## src/rtl/user_core_nmi_shim_pkg.sv

```systemverilog
`default_nettype none
// ============================================================================
//  Module   : user_core_shim_pkg
//  Purpose  : Shared types and widths for the user-core NMI shim: the shim
//             FSM state enum, NMI bus widths, fault counter width and a
//             word-alignment helper.
//  Revision : 1.0  initial release
// ============================================================================
package user_core_shim_pkg;

    localparam int NMI_AW      = 32;
    localparam int NMI_DW      = 32;
    localparam int NMI_SW      = 4;
    localparam int FAULT_CNT_W = 16;

    typedef enum logic [1:0] {
        IDLE  = 2'd0,
        REQ   = 2'd1,
        RESP  = 2'd2,
        FAULT = 2'd3
    } shim_state_e;

    // Drop the byte offset so the bus only ever sees word addresses.
    function automatic logic [NMI_AW-1:0] word_align(input logic [NMI_AW-1:0] addr);
        return {addr[NMI_AW-1:2], 2'b00};
    endfunction

endpackage
`default_nettype wire

```

## src/rtl/user_core_nmi_shim_if.sv

```systemverilog
`default_nettype none
// ============================================================================
//  Module   : user_core_nmi_shim_if
//  Purpose  : Native memory interface (NMI) request/response bundle.
//  Signals  : valid  - request valid (master -> slave)
//             ready  - one-cycle completion (slave -> master)
//             addr   - byte address
//             wstrb  - write strobes, 0 = read
//             wdata  - write data
//             rdata  - read data, qualified by ready
//  Modports : master (issues requests), slave (answers requests)
//  Revision : 1.0  initial release
// ============================================================================
interface user_core_nmi_shim_if;
    import user_core_shim_pkg::*;

    logic              valid;
    logic              ready;
    logic [NMI_AW-1:0] addr;
    logic [NMI_SW-1:0] wstrb;
    logic [NMI_DW-1:0] wdata;
    logic [NMI_DW-1:0] rdata;

    modport master (
        output valid, addr, wstrb, wdata,
        input  ready, rdata
    );

    modport slave (
        input  valid, addr, wstrb, wdata,
        output ready, rdata
    );

endinterface
`default_nettype wire

```

## src/rtl/user_core_nmi_shim_irq_cond.sv

```systemverilog
`default_nettype none
// ============================================================================
//  Module   : user_core_irq_cond
//  Purpose  : Per-line interrupt conditioning. Optional two-flop
//             synchroniser, then each line is either passed as a level or
//             turned into a one-cycle pulse on its rising edge.
//  Ports    : clk_i   - clock
//             rst_i   - synchronous active-high reset
//             irq_in  - raw interrupt lines (NUM_IRQ)
//             irq_out - conditioned interrupt lines (NUM_IRQ)
//  Revision : 1.0  initial release
// ============================================================================
module user_core_irq_cond #(
    parameter int                 NUM_IRQ  = 2,
    parameter logic [NUM_IRQ-1:0] IRQ_EDGE = '0,
    parameter bit                 IRQ_SYNC = 1'b1
) (
    input  wire logic               clk_i,
    input  wire logic               rst_i,
    input  wire logic [NUM_IRQ-1:0] irq_in,
    output logic      [NUM_IRQ-1:0] irq_out
);

    logic [NUM_IRQ-1:0] irq_s;

    generate
        if (IRQ_SYNC) begin : g_sync
            logic [NUM_IRQ-1:0] sync_meta;
            logic [NUM_IRQ-1:0] sync_out;

            always_ff @(posedge clk_i) begin
                if (rst_i) begin
                    sync_meta <= '0;
                    sync_out  <= '0;
                end else begin
                    sync_meta <= irq_in;
                    sync_out  <= sync_meta;
                end
            end

            assign irq_s = sync_out;
        end else begin : g_nosync
            assign irq_s = irq_in;
        end
    endgenerate

    genvar k;
    generate
        for (k = 0; k < NUM_IRQ; k++) begin : g_line
            if (IRQ_EDGE[k]) begin : g_edge
                // Previous sample; a held-high line yields a single pulse.
                logic s_prev;

                always_ff @(posedge clk_i) begin
                    if (rst_i) begin
                        s_prev <= 1'b0;
                    end else begin
                        s_prev <= irq_s[k];
                    end
                end

                assign irq_out[k] = irq_s[k] & ~s_prev;
            end else begin : g_level
                assign irq_out[k] = irq_s[k];
            end
        end
    endgenerate

endmodule
`default_nettype wire

```

## src/rtl/user_core_nmi_shim.sv

```systemverilog
`default_nettype none
// ============================================================================
//  Module   : user_core_nmi_shim
//  Purpose  : Shim between a user core memory port and the SoC NMI master
//             port. Registers each request, word-aligns the address,
//             enforces an address window and a bus timeout (both answered
//             with an access fault) and conditions a slice of irq_i into
//             the core interrupt lines.
//  Ports    : clk_i        - clock
//             rst_i        - synchronous active-high reset
//             core         - core request port (slave modport)
//             core_fault_o - access fault, qualified by core.ready
//             nmi          - SoC bus port (master modport)
//             irq_i        - SoC interrupt vector
//             irq_o        - conditioned core interrupts
//             fault_cnt_o  - saturating fault count since reset
//  Revision : 1.0  initial release
// ============================================================================
module user_core_nmi_shim
    import user_core_shim_pkg::*;
#(
    parameter logic [31:0]        ADDR_LO     = 32'h0000_0000,
    parameter logic [31:0]        ADDR_HI     = 32'hFFFF_FFFF,
    parameter int unsigned        TIMEOUT_CYC = 256,
    parameter logic [31:0]        FAULT_RDATA = 32'hDEAD_BEEF,
    parameter int                 NUM_IRQ     = 2,
    parameter int                 IRQ_BASE    = 0,
    parameter logic [NUM_IRQ-1:0] IRQ_EDGE    = '0,
    parameter bit                 IRQ_SYNC    = 1'b1
) (
    input  wire logic                    clk_i,
    input  wire logic                    rst_i,
    user_core_nmi_shim_if.slave          core,
    output logic                         core_fault_o,
    user_core_nmi_shim_if.master         nmi,
    input  wire logic [31:0]             irq_i,
    output logic      [NUM_IRQ-1:0]      irq_o,
    output logic      [FAULT_CNT_W-1:0]  fault_cnt_o
);

    localparam int          TMO_W    = (TIMEOUT_CYC > 1) ? $clog2(TIMEOUT_CYC) : 1;
    localparam bit          TMO_EN   = (TIMEOUT_CYC != 0);
    localparam logic [TMO_W-1:0] TMO_LAST = TMO_W'((TIMEOUT_CYC == 0) ? 0 : TIMEOUT_CYC - 1);

    shim_state_e             state;
    shim_state_e             state_next;
    logic                    accept;
    logic                    lo_ok;
    logic                    hi_ok;
    logic [TMO_W-1:0]        tmo_cnt;
    logic [NMI_AW-1:0]       req_addr;
    logic [NMI_SW-1:0]       req_wstrb;
    logic [NMI_DW-1:0]       req_wdata;
    logic                    rsp_ready;
    logic                    rsp_fault;
    logic [NMI_DW-1:0]       rsp_rdata;
    logic [FAULT_CNT_W-1:0]  fault_cnt;
    logic                    unused_bits;

    // Window bounds at the extremes of the address space are always met;
    // skip the comparator there instead of building a constant compare.
    generate
        if (ADDR_LO == 32'h0000_0000) begin : g_lo_open
            assign lo_ok = 1'b1;
        end else begin : g_lo_chk
            assign lo_ok = (core.addr >= ADDR_LO);
        end
        if (ADDR_HI == 32'hFFFF_FFFF) begin : g_hi_open
            assign hi_ok = 1'b1;
        end else begin : g_hi_chk
            assign hi_ok = (core.addr <= ADDR_HI);
        end
    endgenerate

    // ------------------------------------------------------------------
    // Next-state logic
    // ------------------------------------------------------------------
    always_comb begin
        state_next = state;
        accept     = 1'b0;
        case (state)
            IDLE: begin
                if (core.valid) begin
                    if (lo_ok && hi_ok) begin
                        state_next = REQ;
                        accept     = 1'b1;
                    end else begin
                        state_next = FAULT;
                    end
                end
            end
            REQ: begin
                // Ready is tested first so a completion on the last
                // allowed cycle still counts as a normal response.
                if (nmi.ready) begin
                    state_next = RESP;
                end else if (TMO_EN && (tmo_cnt == TMO_LAST)) begin
                    state_next = FAULT;
                end
            end
            RESP:    state_next = IDLE;
            FAULT:   state_next = IDLE;
            default: state_next = IDLE;
        endcase
    end

    // ------------------------------------------------------------------
    // State, datapath and response registers
    // ------------------------------------------------------------------
    always_ff @(posedge clk_i) begin
        if (rst_i) begin
            state     <= IDLE;
            tmo_cnt   <= '0;
            req_addr  <= '0;
            req_wstrb <= '0;
            req_wdata <= '0;
            rsp_ready <= 1'b0;
            rsp_fault <= 1'b0;
            rsp_rdata <= '0;
            fault_cnt <= '0;
        end else begin
            state <= state_next;

            if (accept) begin
                req_addr  <= word_align(core.addr);
                req_wstrb <= core.wstrb;
                req_wdata <= core.wdata;
            end

            // Counts cycles spent waiting; any exit from REQ clears it.
            if ((state == REQ) && (state_next == REQ)) begin
                tmo_cnt <= tmo_cnt + 1'b1;
            end else begin
                tmo_cnt <= '0;
            end

            // Responses are computed from the state being entered so the
            // strobe lines up with the RESP/FAULT cycle.
            rsp_ready <= (state_next == RESP) || (state_next == FAULT);
            rsp_fault <= (state_next == FAULT);
            if (state_next == RESP) begin
                rsp_rdata <= nmi.rdata;
            end else if (state_next == FAULT) begin
                rsp_rdata <= FAULT_RDATA;
            end else begin
                rsp_rdata <= '0;
            end

            if ((state_next == FAULT) && (fault_cnt != '1)) begin
                fault_cnt <= fault_cnt + 1'b1;
            end
        end
    end

    assign nmi.valid    = (state == REQ);
    assign nmi.addr     = req_addr;
    assign nmi.wstrb    = req_wstrb;
    assign nmi.wdata    = req_wdata;

    assign core.ready   = rsp_ready;
    assign core.rdata   = rsp_rdata;
    assign core_fault_o = rsp_fault;
    assign fault_cnt_o  = fault_cnt;

    // ------------------------------------------------------------------
    // Interrupt conditioning on the selected slice of irq_i
    // ------------------------------------------------------------------
    user_core_irq_cond #(
        .NUM_IRQ  (NUM_IRQ),
        .IRQ_EDGE (IRQ_EDGE),
        .IRQ_SYNC (IRQ_SYNC)
    ) u_irq_cond (
        .clk_i   (clk_i),
        .rst_i   (rst_i),
        .irq_in  (irq_i[IRQ_BASE +: NUM_IRQ]),
        .irq_out (irq_o)
    );

    // Bits outside the selected slice and the byte offset are intentionally
    // ignored.
    assign unused_bits = ^{irq_i, core.addr[1:0]};

endmodule
`default_nettype wire
```

## src/flat_wrapper.sv

```systemverilog
// flat-port wrapper written by rule: the top's interface ports become plain ports
module user_core_nmi_shim_flat import user_core_shim_pkg::*;
#(
    parameter logic [31:0]        ADDR_LO     = 32'h0000_0000,
    parameter logic [31:0]        ADDR_HI     = 32'hFFFF_FFFF,
    parameter int unsigned        TIMEOUT_CYC = 256,
    parameter logic [31:0]        FAULT_RDATA = 32'hDEAD_BEEF,
    parameter int                 NUM_IRQ     = 2,
    parameter int                 IRQ_BASE    = 0,
    parameter logic [NUM_IRQ-1:0] IRQ_EDGE    = '0,
    parameter bit                 IRQ_SYNC    = 1'b1
)
  (clk_i, rst_i, core_fault_o, irq_i, irq_o, fault_cnt_o, core_valid, core_addr, core_wstrb, core_wdata, core_ready, core_rdata, nmi_valid, nmi_addr, nmi_wstrb, nmi_wdata, nmi_ready, nmi_rdata);
  user_core_nmi_shim_if core_i ();
  user_core_nmi_shim_if nmi_i ();
  input  wire logic clk_i;
  input  wire logic rst_i;
  output logic core_fault_o;
  input  wire logic [31:0] irq_i;
  output logic      [NUM_IRQ-1:0] irq_o;
  output logic      [FAULT_CNT_W-1:0] fault_cnt_o;
  input wire logic [$bits(core_i.valid)-1:0] core_valid;
  input wire logic [$bits(core_i.addr)-1:0] core_addr;
  input wire logic [$bits(core_i.wstrb)-1:0] core_wstrb;
  input wire logic [$bits(core_i.wdata)-1:0] core_wdata;
  output wire logic [$bits(core_i.ready)-1:0] core_ready;
  output wire logic [$bits(core_i.rdata)-1:0] core_rdata;
  output wire logic [$bits(nmi_i.valid)-1:0] nmi_valid;
  output wire logic [$bits(nmi_i.addr)-1:0] nmi_addr;
  output wire logic [$bits(nmi_i.wstrb)-1:0] nmi_wstrb;
  output wire logic [$bits(nmi_i.wdata)-1:0] nmi_wdata;
  input wire logic [$bits(nmi_i.ready)-1:0] nmi_ready;
  input wire logic [$bits(nmi_i.rdata)-1:0] nmi_rdata;
  assign core_i.valid = core_valid;
  assign core_i.addr = core_addr;
  assign core_i.wstrb = core_wstrb;
  assign core_i.wdata = core_wdata;
  assign core_ready = core_i.ready;
  assign core_rdata = core_i.rdata;
  assign nmi_valid = nmi_i.valid;
  assign nmi_addr = nmi_i.addr;
  assign nmi_wstrb = nmi_i.wstrb;
  assign nmi_wdata = nmi_i.wdata;
  assign nmi_i.ready = nmi_ready;
  assign nmi_i.rdata = nmi_rdata;
  user_core_nmi_shim #(.ADDR_LO(ADDR_LO), .ADDR_HI(ADDR_HI), .TIMEOUT_CYC(TIMEOUT_CYC), .FAULT_RDATA(FAULT_RDATA), .NUM_IRQ(NUM_IRQ), .IRQ_BASE(IRQ_BASE), .IRQ_EDGE(IRQ_EDGE), .IRQ_SYNC(IRQ_SYNC)) u_core (.clk_i(clk_i), .rst_i(rst_i), .core(core_i), .core_fault_o(core_fault_o), .nmi(nmi_i), .irq_i(irq_i), .irq_o(irq_o), .fault_cnt_o(fault_cnt_o));
endmodule
```

## config.mk

```make
export PLATFORM = sky130hd
export DESIGN_NAME = user_core_nmi_shim_flat
export DESIGN_NICKNAME = d
export VERILOG_FILES = /design/src/rtl/user_core_nmi_shim_pkg.sv /design/src/rtl/user_core_nmi_shim_if.sv /design/src/rtl/user_core_nmi_shim_irq_cond.sv /design/src/rtl/user_core_nmi_shim.sv /design/src/flat_wrapper.sv
export SDC_FILE = /design/constraint.sdc
export NUM_CORES = 1
export LEC_CHECK = 0
export CAP_MARGIN = 20
export CORE_MARGIN = 1.5
export CORE_UTILIZATION = 41
export DETAILED_ROUTE_END_ITERATION = 10
export PLACE_DENSITY = 0.85
export SYNTH_ARGS = -nofsm -noshare
export SYNTH_HDL_FRONTEND = slang
export SYNTH_SLANG_ARGS = --single-unit
```

## constraint.sdc

```tcl
create_clock -name clk_i -period 3.1 [get_ports clk_i]
set_input_delay 0.465 -clock clk_i [delete_from_list [all_inputs] [get_ports clk_i]]
set_output_delay 0.465 -clock clk_i [all_outputs]
set_load 0.05 [all_outputs]
```

==> metrics.yaml <==
start_util_pct: 41.89
synth-seq-cells: 130
ys_dominant_reg_cell: "dfxtp_1"
drv_slew: 0
viasPerCell: 4.921
outcome: "completed"
drt_pass1_iterations: 4
grt_pass1_wl_um: 19640
netlist_area_mm2: 0.004521
synth_compound_area_share_pct: 12.34
gr-total-overflow: 0
setup-tns-final_ps: 0
drt-total-wl_um: 12880
core_mm2: 0.01079
end_kind: "primary output"
worst-setup-path-type: "reg2out"
post-cts-setup-buffers: 0
synth_edf_count: 0
vias: 4316
maxCapViolCount: 0
first_iter_violations: 176
power_mw: 4.652
power_density_mw_per_mm2: 621.8
synth_cell_types: 32
yosysWarnings: 0
arrival_ps: 2000
place_area_mm2: 0.006823
min_to: "u_core.fault_cnt_o[0]$_SDFFE_PP0P_"
drive_gt1_share_pct: 5.970
clock-root-buffer: "clkbuf_8"
period_minus_slack_ps: 2461
max_slew.worst_pin.slew_ps: 970.1
rsz0062_at_grt: "false"
cp.required_ps: 2630
path_clk_slew_ps: 60
hold_violations: 0
synthMuxAreaShare_pct: 0
die_w_um: 108.0
post_cts_resized: 0
antenna_found_initial: 0
numCtsBuffers: 17
rr_endpoint: "u_core.fault_cnt_o[3]$_SDFFE_PP0P_"
reg2reg_setup_slack_ps: 930
synthAdderAreaFrac_pct: 0.5536
globalplace.congestion: 0.7652
netlist_instances: 512
r2r_cells: 5
nets: 862
fin_util_pct: 69.33
ios: 257
yosysTopAreaCell: "dfxtp_1"
preCtsSetupSlack_ps: 661.8
yosysSeqAreaShare_pct: 57.57
holdCritStartpoint: "rst_i"
clkLatencyLatePin_ps: 510
cts_tree: "yes"
synthTopCellsByCount: "141 x nand2_1, 130 x dfxtp_1, 69 x a21oi_1"
startpoint_type: "flip-flop"
wl_per_cell_um: 14.69
setup_viol: 0
die_y_um: 108.0
hold_path_depth: 2
clock.fmax_ghz: 0.4063
synth.most_common_cell: "nand2_1"
finClkSkew_ps: 9.833
synthArstFlopShare_pct: 0
grt_max_degree: 73
cts_sinks: 130
die_area_mm2: 0.01167
track_usage_pct: 21.68
yosysTopAreaCellShare_pct: 57.57
crit-reg2reg-launch: "u_core.fault_cnt_o[3]$_SDFFE_PP0P_"
postCtsHoldBufs: 0
crit_fanout: 4
port-buffer-count: 222
cts_max_level: 4
synthTopCellsByArea: "dfxtp_1 58%, nand2_1 12%, a21oi_1 7.6%"
drc_errors: 0
ir_drop_mv: 0.3152
syn_to_final_growth_pct: 65.51
synth-simple-area-share_pct: 22.06
synth_top_family_by_area: "simple AND/OR/NAND/NOR gates"
hp-class: "in2reg"
dp.final_hpwl_um: 9020
avgSynthCellArea_um2: 8.829
clockBufferDepth: 2
ant_nets: 0
diodes: 0
design_area_mm2: 0.007482
maxSlewHeadroom_pct: 34.79
fin_crit_sh_pct: 79.39
grt_pass1_vias: 4129
finalWorstSetupSlack_ps: 638.8
p_leak_nw: 2.760
row_count: 38
synth_xor_area_share_pct: 3.875
-- layout by cell type, fill, tap and decap left out, types with 4 or more instances in the layout --
cell type and n:
and2_1 11, clkbuf_16 16, nor2_1 26, a21oi_1 69, xor2_1 4, dfxtp_1 130, nor4_1 9, o21a_1 24
xnor2_1 16, inv_1 5, bufinv_16 5, nand3_1 8, nand2_1 140, nand4_1 5, nor2b_1 5, clkdlybuf4s50_1 221
clkbuf_8 4
-- where the power goes --
| part | switching, mW | leakage, nW | internal [mW] |
|---|---|---|---|
| combinational | 0.418 | 1.39 | 0.275 |
| clock | 0.730 | 0.313 | 1.45 |
| sequential | 0.0330 | 1.06 | 1.74 |
-- how the worst max path moves through the flow --
| stage | startpoint | endpoint | slack (ps) | cells after the start |
|---|---|---|---|---|
| after floorplan | u_core.fault_cnt_o[3]$_SDFFE_PP0P_ | u_core.fault_cnt_o[15]$_SDFFE_PP0P_ | 970 | 5 |
| after global routing | u_core.state[0]$_SDFF_PP0_ | nmi_valid | 520 | 2 |
| after CTS | u_core.state[0]$_SDFF_PP0_ | nmi_valid | 620 | 2 |
| final | u_core.state[0]$_SDFF_PP0_ | nmi_valid | 640 | 2 |
| after detailed placement | nmi_ready | u_core.fault_cnt_o[13]$_SDFFE_PP0P_ | 660 | 6 |
| after global placement | nmi_ready | u_core.fault_cnt_o[11]$_SDFFE_PP0P_ | 690 | 6 |
-- critical path, cell delays in order, from the launching register on --
cell and delay, ps:
dfxtp_1 360, nor2b_1 250, clkdlybuf4s50_1 870
-- per-stage QoR --
stage                     instances  hold slack (ps)
after floorplan                 513            413.8
after detailed placement        845            431.4
after CTS                       877            335.0
after global routing            877            345.1
after global placement          845            432.8
final                           877            355.6
-- routing by layer --
layer | GRT usage, % | wire [µm] | vias to the layer above
met4 | 9.023 | 231 | 0
met3 | 5.546 | 759 | 18
li1 | - | - | 2104
met2 | 39.15 | 6654 | 147
met1 | 24.14 | 5235 | 2047
met5 | 0 | 0 | -
-- sequential cells by signal, summed over array words and instances (netlist names) --
name	count
u_core.core.rdata	32
u_core.nmi.wdata	32
u_core.nmi.addr	30
u_core.fault_cnt_o	16
u_core.tmo_cnt	8
u_core.nmi.wstrb	4
u_core.state	2
u_core.u_irq_cond.g_sync.sync_meta	2
u_core.u_irq_cond.irq_out	2
u_core.core.ready	1
u_core.core_fault_o	1
-- logic make-up (layout without fill, tap and decap cells) --
group	Yosys count	after routing
adder cells (fa/ha/maj)	2	2
XOR/XNOR	20	20
buffers and inverters	39	263
flip-flops	130	130
other	1	2
AO/OA/AOI/OAI	97	97
AND/OR/NAND/NOR	223	223
-- final cells by class --
cell class / count / area (µm²)
multi-input combinational: 344 / 1767
fill: 831 / 3311
tap: 140 / 175.2
timing repair buffer: 226 / 2260
clock buffer: 20 / 455.4
clock inverter: 12 / 203.9
sequential: 130 / 2603
inverter: 5 / 18.77
(Power assumes the default switching activity.)
